===== config.mk =====
export PLATFORM = sky130hd
export DESIGN_NAME = alu_arb
export DESIGN_NICKNAME = d
export VERILOG_FILES = /design/src/rtl/alu_arb.sv
export SDC_FILE = /design/constraint.sdc
export NUM_CORES = 1
export LEC_CHECK = 0
export CAP_MARGIN = 20
export CORE_AREA = 2 2 109 111
export DETAILED_ROUTE_END_ITERATION = 7
export DIE_AREA = 0 0 111 113
export DONT_BUFFER_PORTS = 1
export PLACE_DENSITY_LB_ADDON = 0.05
export SYNTH_ARGS = -nofsm -noshare
export SYNTH_HDL_FRONTEND = slang
export SYNTH_SLANG_ARGS = --single-unit

===== constraint.sdc =====
create_clock -name clk -period 1.62 [get_ports clk]
set_clock_uncertainty 0.15 [all_clocks]
set_input_delay 0.243 -clock clk [delete_from_list [all_inputs] [get_ports clk]]
set_output_delay 0.243 -clock clk [all_outputs]
set_load 0.05 [all_outputs]

===== src/rtl/alu_arb.sv =====
// alu_arb: shares one 32-bit ALU between two requesters using a round-robin or fixed-priority grant.
// Operands and opcode are registered toward the ALU, and the result is captured and returned to the granted port.
module alu_arb #(
    parameter bit RR_EN = 1'b1
) (
    input  logic               clk,
    input  logic               rst,
    input  logic               req0_valid,
    output logic               req0_ready,
    input  logic signed [31:0] req0_a,
    input  logic signed [31:0] req0_b,
    input  logic        [3:0]  req0_op,
    input  logic               req1_valid,
    output logic               req1_ready,
    input  logic signed [31:0] req1_a,
    input  logic signed [31:0] req1_b,
    input  logic        [3:0]  req1_op,
    output logic               rsp0_valid,
    input  logic               rsp0_ready,
    output logic               rsp1_valid,
    input  logic               rsp1_ready,
    output logic signed [31:0] rsp_data,
    output logic signed [31:0] alu_a,
    output logic signed [31:0] alu_b,
    output logic        [3:0]  alu_op,
    input  logic signed [31:0] alu_c,
    output logic               busy
);
    localparam int DATA_W = 32;

    typedef enum logic [1:0] {IDLE, EXEC, RESP} state_t;

    state_t                   state_q, state_d;
    logic                     last_q, last_d;
    logic                     gnt_q, gnt_d;
    logic signed [DATA_W-1:0] alu_a_q, alu_a_d;
    logic signed [DATA_W-1:0] alu_b_q, alu_b_d;
    logic        [3:0]        alu_op_q, alu_op_d;
    logic signed [DATA_W-1:0] rsp_data_q, rsp_data_d;
    logic                     pick1;
    logic                     rsp_take;

    // On contention, round-robin favours the port that was not granted last.
    assign pick1    = req1_valid & (~req0_valid | (RR_EN & ~last_q));
    assign rsp_take = gnt_q ? rsp1_ready : rsp0_ready;

    always_comb begin
        state_d    = state_q;
        last_d     = last_q;
        gnt_d      = gnt_q;
        alu_a_d    = alu_a_q;
        alu_b_d    = alu_b_q;
        alu_op_d   = alu_op_q;
        rsp_data_d = rsp_data_q;
        case (state_q)
            IDLE: begin
                if (req0_valid | req1_valid) begin
                    gnt_d    = pick1;
                    alu_a_d  = pick1 ? req1_a  : req0_a;
                    alu_b_d  = pick1 ? req1_b  : req0_b;
                    alu_op_d = pick1 ? req1_op : req0_op;
                    state_d  = EXEC;
                end
            end
            EXEC: begin
                rsp_data_d = alu_c;
                state_d    = RESP;
            end
            RESP: begin
                if (rsp_take) begin
                    last_d  = gnt_q;
                    state_d = IDLE;
                end
            end
            default: state_d = IDLE;
        endcase
    end

    always_ff @(posedge clk) begin
        if (rst) begin
            state_q    <= IDLE;
            last_q     <= 1'b1;
            gnt_q      <= 1'b0;
            alu_a_q    <= '0;
            alu_b_q    <= '0;
            alu_op_q   <= '0;
            rsp_data_q <= '0;
        end else begin
            state_q    <= state_d;
            last_q     <= last_d;
            gnt_q      <= gnt_d;
            alu_a_q    <= alu_a_d;
            alu_b_q    <= alu_b_d;
            alu_op_q   <= alu_op_d;
            rsp_data_q <= rsp_data_d;
        end
    end

    // Handshake outputs are forced low while reset is held, whatever the state register holds.
    assign req0_ready = ~rst & (state_q == IDLE) & req0_valid & ~pick1;
    assign req1_ready = ~rst & (state_q == IDLE) & pick1;
    assign rsp0_valid = ~rst & (state_q == RESP) & ~gnt_q;
    assign rsp1_valid = ~rst & (state_q == RESP) & gnt_q;
    assign busy       = ~rst & (state_q != IDLE);
    assign rsp_data   = rsp_data_q;
    assign alu_a      = alu_a_q;
    assign alu_b      = alu_b_q;
    assign alu_op     = alu_op_q;

endmodule

==> results of run 1 <==
## routing by layer
layer / global-route usage / up-vias / routed length (um)
met5: 0 / - / 0
met4: 0.0792 / 0 / 371
li1: - / 2103 / -
met2: 0.399 / 219 / 7430
met1: 0.268 / 2079 / 6010
met3: 0.0621 / 28 / 1200
## cell usage in the layout (no fill, tap or decap), drive strengths merged, types with 2 or more instances in the layout
master / n
nand2: 203
dfxtp: 104
a21oi: 71
dlygate4sd3: 68
buf: 66
a311oi: 36
nand2b: 34
a32oi: 32
clkbuf: 10
clkinv: 4
inv: 3
nor3: 3
nor2: 3
clkinvlp: 2
## through the flow
| stage | total power [mW] | utilization | setup slack, ns |
|---|---|---|---|
| 3_5_place_dp | 5.26 | 0.442 | 0.127 |
| 5_1_grt | 7.89 | 0.535 | -0.0614 |
| 6_report | 7.56 | 0.535 | -0.00976 |
| 4_1_cts | 7.60 | 0.533 | -0.0258 |
| 3_3_place_gp | 5.22 | 0.442 | 0.179 |
| 2_1_floorplan | 4.78 | - | -0.00781 |
## flip-flops by register name, indices dropped and copies added, names as in the netlist
register	count
alu_a	32
alu_b	32
rsp_data	32
alu_op	4
state_q	2
gnt_q	1
last_q	1
## worst reg2reg max path, delay by kind of cell (launching register included)
family	cells	cell delay, ns
and+or+nand+nor	1	0.27
DFF	1	0.35
buffers and inverters	3	0.55
AOI/OAI and AO/OA	1	0.14
## where the power goes
group | internal, mW | leakage (nW) | switching [mW]
combinational | 0.684 | 1.36 | 1.14
sequential | 2.85 | 0.861 | 0.702
clock | 1.20 | 0.141 | 0.980
## worst max path at each step
stage	slack (ns)	to
2_1_floorplan	-0.008	rsp1_valid
3_3_place_gp	0.18	alu_a[7]
3_5_place_dp	0.13	alu_b[12]
4_1_cts	-0.03	req0_ready
5_1_grt	-0.06	busy
6_report	-0.01	busy
## what timing repair did
action	4_1_cts	5_1_grt
endpoints found under the hold margin	103	98
setup buffers	2	0
cloned	0	1
gates resized for setup	10	0
setup endpoints to repair	4	9
pin swaps	2	10
## final cells by class
type,instances,area (um^2),share of cell area
Inverter,3,11.3,0.00187
Sequential cell,104,2090,0.347
Timing Repair Buffer,135,1340,0.222
Clock inverter,7,72.6,0.0120
Clock buffer,9,225,0.0373
Multi-Input combinational cell,393,2110,0.350
Tap cell,143,179,0.0297
## cell families (layout without fill, tap and decap cells)
logic type	count (synthesis)	after routing
AND/OR/NAND/NOR	248	248
AO/OA/AOI/OAI	145	145
buffers and inverters	56	154
flip-flops	104	104
==> results.md, run 1 <==
## Route
- wire per inst: 18.9 um
- antenna violation net count after detailed routing: 0
- post-route DRC violation count: 0
- DRT Wirelength: 15000 um
- first-pass iteration count of the detailed router: 6
- via density per instance: 5.58
- Initial DRC Count: 336
- routed via count: 4429

## Logic synthesis
- area leader, netlist: sky130_fd_sc_hd__dfxtp_1
- share of flip-flops with an asynchronous set or reset after synthesis: 0
- main combinational cell family by area after synthesis: simple AND/OR/NAND/NOR gates
- number of cells produced by synthesis: 553
- area share of xor/xnor cells in the synthesized design: 0
- synthesis warning total: 0
- share of cell area taken by muxes after synthesis: 0
- Post-Syn Area: 4410 um^2
- synthesized-area fraction occupied by ao, oa, aoi and oai cells: 0.227
- number of enable-type register cells in the synthesized netlist: 0
- number of flip-flops and latches in the synthesized netlist: 104
- top cell types by occurrence after synthesis: sky130_fd_sc_hd__nand2_1 (203), sky130_fd_sc_hd__dfxtp_1 (104), sky130_fd_sc_hd__a21oi_1 (71)
- Netlist cell types: 25
- mean post-synth cell area: 7.97 um^2
- post-synth net total: 727
- prevailing post-synth register cell: sky130_fd_sc_hd__dfxtp_1
- part of the Yosys area used for sequential elements: 0.473
- share of Yosys cell area claimed by the top area cell type: 0.473
- post-synthesis share of cell area spent on and, or, nand and nor gates: 0.236
- fraction of the mapped netlist area in adder cells: 0
- largest cells by area after synthesis: sky130_fd_sc_hd__dfxtp_1 (47%), sky130_fd_sc_hd__nand2_1 (17%), sky130_fd_sc_hd__a21oi_1 (8.1%)
- most common cell in the synthesized netlist: sky130_fd_sc_hd__nand2_1

## Timing
- endpoints failing hold: 96
- Sum Neg Setup Slack: -0.0104 ns
- shortest period the worst path allows: 1.63 ns
- RSZ-0062 raised after global routing: yes
- Post-Route Hold Slack: -0.167 ns
- final-report setup violation count: 2
- transition time at the pin with the least slew margin: 0.562 ns
- Fmax achieved: 0.614 GHz
- count of final max-slew check failures: 0
- period utilization: 1.01
- Slew Limit Headroom: 0.625
- worst path setup slack after routing: -0.00976 ns

## Worst setup path
- worst path buffer plus inverter count: 1
- Critical Path End Type: primary output
- Top delay family on crit path: simple AND/OR/NAND/NOR gates
- slack of the worst reg-to-reg path: 0.04 ns
- arrival time of the worst setup path: 1.24 ns
- WS Path Type: reg2out
- critical path launch point type: flop
- endpoint required time on the critical path: 1.23 ns
- reg2reg end: alu_b[12]
- maximum fanout count along the critical path: 6
- slowest cell delay on critical path: 0.35 ns
- cell at the slowest stage of the critical path: sky130_fd_sc_hd__dfxtp_4
- most numerous cell on the critical path: sky130_fd_sc_hd__nor2_4
- critical path depth in cells: 3
- worst setup path startpoint: state_q[0]
- Reg2Reg Depth: 5
- worst reg2reg path startpoint: state_q[0]
- worst-path cell chain: buf_4 -> nor2_4 -> nor2_4

## Die
- floorplan die height: 113 um
- area of the die: 12500 um^2
- I/O pins: 279
- effective utilization at floorplan: 0.391
- number of cell rows: 39
- die width: 111 um
- core footprint: 11300 um^2

## Power
- cell leakage power: 2.37 nW
- power density over the cells: 1250 nW/um^2
- VDD IR max: 0.649 mV

## Final layout
- antenna fix cells: 0
- final standard cell area without fillers: 6030 um^2
- share of post-route cells with drive strength above 1: 0.152
- layout overhead on the synthesized area: 36.9%
- Filler cells: 1042
- Layout Nets: 820
- Cell Count, Final, Fillers Out: 794

## Placed design
- Area after DPL: 4980 um^2
- Final Wtd Congestion: 0.788
- placed insts: 707
- number of port buffers: 0
- detailed-placement wirelength estimate: 9380 um

## CTS
- clock tree from TritonCTS: done
- largest buffer count on any clock path: 2
- insertion delay of the later-clocked pin in the worst-skew pair: 0.33 ns
- number of buffers created by CTS: 9
- number of clock sinks seen by CTS: 104
- Root Driver: sky130_fd_sc_hd__clkbuf_16
- CTS HTree Levels: 3
- Worst-path clk slew: 0.07 ns
- number of buffers inserted for hold repair after clock tree synthesis: 68

## Outcome
- violations in the final reports: negative hold slack, negative setup slack
- result of the run: finished with violations

## Global route
- wire length of the first global-routing pass: 23100 um
- maximum number of pins on one net before global-route repair: 108
- vias in the first global route: 4373
- overflow left after global routing: 0
- antenna violations before repair: 0
- GRT Util Overall: 0.227

## Min path
- beginning of the worst hold path: rst
- classification of the worst-slack hold path: in2reg
- Worst Hold Depth: 1
- Hold Path Sink: alu_a[0]

## Job
- number of max-cap violations: 0

Power figures use the tool's default switching activity.
==> run 2, diff against run 1 <==
==> constraint.sdc (replaced) <==
create_clock -name clk -period 2 [get_ports clk]
set_clock_uncertainty 0.15 [all_clocks]
set_input_delay 0.3 -clock clk [delete_from_list [all_inputs] [get_ports clk]]
set_output_delay 0.3 -clock clk [all_outputs]
set_load 0.05 [all_outputs]
==> run 2 against run 1 <==
  * The flow now stops in clock tree synthesis
  * Area after synthesis stayed put
  * Synthesized cell count stayed put
==> results.md, run 2 <==
## Outcome
- result of the run: stopped before the end, was finished with violations
- stage where the flow stopped: clock tree synthesis
- first error message: [ERROR RSZ-0060] Max buffer count reached.

## Logic synthesis
- number of flip-flops and latches in the synthesized netlist: 104, unchanged
- number of enable-type register cells in the synthesized netlist: 0, unchanged
- share of flip-flops with an asynchronous set or reset after synthesis: 0, unchanged
- mean post-synth cell area: 7.97 um^2, unchanged
- share of Yosys cell area claimed by the top area cell type: 0.473, unchanged
- Post-Syn Area: 4410 um^2, unchanged
- top cell types by occurrence after synthesis: sky130_fd_sc_hd__nand2_1 (203), sky130_fd_sc_hd__dfxtp_1 (104), sky130_fd_sc_hd__a21oi_1 (71), unchanged
- post-synth net total: 727, unchanged
- Netlist cell types: 25, unchanged
- largest cells by area after synthesis: sky130_fd_sc_hd__dfxtp_1 (47%), sky130_fd_sc_hd__nand2_1 (17%), sky130_fd_sc_hd__a21oi_1 (8.1%), unchanged
- most common cell in the synthesized netlist: sky130_fd_sc_hd__nand2_1, unchanged
- synthesis warning total: 0, unchanged
- area leader, netlist: sky130_fd_sc_hd__dfxtp_1, unchanged
- prevailing post-synth register cell: sky130_fd_sc_hd__dfxtp_1, unchanged
- number of cells produced by synthesis: 553, unchanged
- part of the Yosys area used for sequential elements: 0.473, unchanged

## CTS
- largest buffer count on any clock path: 2, unchanged
- Root Driver: sky130_fd_sc_hd__clkbuf_16, unchanged
- # Post-CTS Setup Buffers: 0, was 2
- number of buffers created by CTS: 9, unchanged
- CTS HTree Levels: 3, unchanged
- number of buffers inserted for hold repair after clock tree synthesis: 138, was 68
- number of clock sinks seen by CTS: 104, unchanged
- count of instances resized after the clock tree is built: 0, was 10

## Placed design
- detailed-placement wirelength estimate: 8780 um, was 9380 um
- Final Wtd Congestion: 0.750, was 0.788
- Placement Setup Slack: 0.438 ns, was 0.127 ns
- number of port buffers: 0, unchanged

## Die
- number of cell rows: 39, unchanged
- I/O pins: 279, unchanged
- die width: 111 um, unchanged
- effective utilization at floorplan: 0.391, unchanged
- floorplan die height: 113 um, unchanged

## run 2: kinds of logic after synthesis
group | count (synthesis) | synth area share
AO/OA/AOI/OAI | 145 | 0.227
buffers and inverters | 56 | 0.0645
flip-flops | 104 | 0.473
AND/OR/NAND/NOR | 248 | 0.236
## run 2: metrics by stage
step / hold slack (ns) / cells / area (um^2)
2_1_floorplan: 0.286 / 553 / 4420
3_5_place_dp: 0.242 / 668 / 4590
3_3_place_gp: 0.235 / 668 / 4590
==> run 3, diff against run 2 <==
--- a/config.mk
+++ b/config.mk
@@ -6,11 +6,10 @@
 export NUM_CORES = 1
 export LEC_CHECK = 0
 export CAP_MARGIN = 20
-export CORE_AREA = 2 2 109 111
+export CORE_UTILIZATION = 35
 export DETAILED_ROUTE_END_ITERATION = 7
-export DIE_AREA = 0 0 111 113
 export DONT_BUFFER_PORTS = 1
-export PLACE_DENSITY_LB_ADDON = 0.05
+export PLACE_DENSITY_LB_ADDON = 0.15
 export SYNTH_ARGS = -nofsm -noshare
 export SYNTH_HDL_FRONTEND = slang
 export SYNTH_SLANG_ARGS = --single-unit
==> run 3 against run 2 <==
  * The flow again stops in clock tree synthesis
  * Synthesized cell count unchanged
  * Area after synthesis stayed put
==> results.md, run 3 <==
## CTS
- # Post-CTS Setup Buffers: 0, unchanged
- Root Driver: sky130_fd_sc_hd__clkbuf_16, unchanged
- number of buffers created by CTS: 9, unchanged
- number of clock sinks seen by CTS: 104, unchanged
- CTS HTree Levels: 3, unchanged
- count of instances resized after the clock tree is built: 2, was 0
- number of buffers inserted for hold repair after clock tree synthesis: 142, was 138
- largest buffer count on any clock path: 2, unchanged

## Logic synthesis
- synthesis warning total: 0, unchanged
- post-synth net total: 727, unchanged
- top cell types by occurrence after synthesis: sky130_fd_sc_hd__nand2_1 (203), sky130_fd_sc_hd__dfxtp_1 (104), sky130_fd_sc_hd__a21oi_1 (71), unchanged
- share of flip-flops with an asynchronous set or reset after synthesis: 0, unchanged
- largest cells by area after synthesis: sky130_fd_sc_hd__dfxtp_1 (47%), sky130_fd_sc_hd__nand2_1 (17%), sky130_fd_sc_hd__a21oi_1 (8.1%), unchanged
- share of Yosys cell area claimed by the top area cell type: 0.473, unchanged
- most common cell in the synthesized netlist: sky130_fd_sc_hd__nand2_1, unchanged
- prevailing post-synth register cell: sky130_fd_sc_hd__dfxtp_1, unchanged
- Netlist cell types: 25, unchanged
- part of the Yosys area used for sequential elements: 0.473, unchanged
- mean post-synth cell area: 7.97 um^2, unchanged
- Post-Syn Area: 4410 um^2, unchanged
- number of enable-type register cells in the synthesized netlist: 0, unchanged
- number of flip-flops and latches in the synthesized netlist: 104, unchanged
- number of cells produced by synthesis: 553, unchanged
- area leader, netlist: sky130_fd_sc_hd__dfxtp_1, unchanged

## Placed design
- detailed-placement wirelength estimate: 8420 um, was 8780 um
- Final Wtd Congestion: 0.748, was 0.750
- number of port buffers: 0, unchanged
- Placement Setup Slack: 0.333 ns, was 0.438 ns

## Die
- number of cell rows: 40, was 39
- floorplan die height: 114 um, was 113 um
- die width: 114 um, was 111 um
- I/O pins: 279, unchanged
- effective utilization at floorplan: 0.362, was 0.391

## Outcome
- first error message: [ERROR RSZ-0060] Max buffer count reached., unchanged
- stage where the flow stopped: clock tree synthesis, unchanged
- result of the run: stopped before the end, unchanged

[run 3: cell counts after synthesis]
No cell type changed its count.
[run 3: kinds of logic after synthesis]
family / share of synthesized area
compound gates: 0.227
simple gates: 0.236
flops: 0.473
buf+inv: 0.0645
[run 3: stage by stage]
stage,instances,utilization,area [um^2],hold slack [ns]
3_5_place_dp,689,0.378,4590,0.234
3_3_place_gp,689,0.378,4590,0.234
2_1_floorplan,553,-,4420,0.286
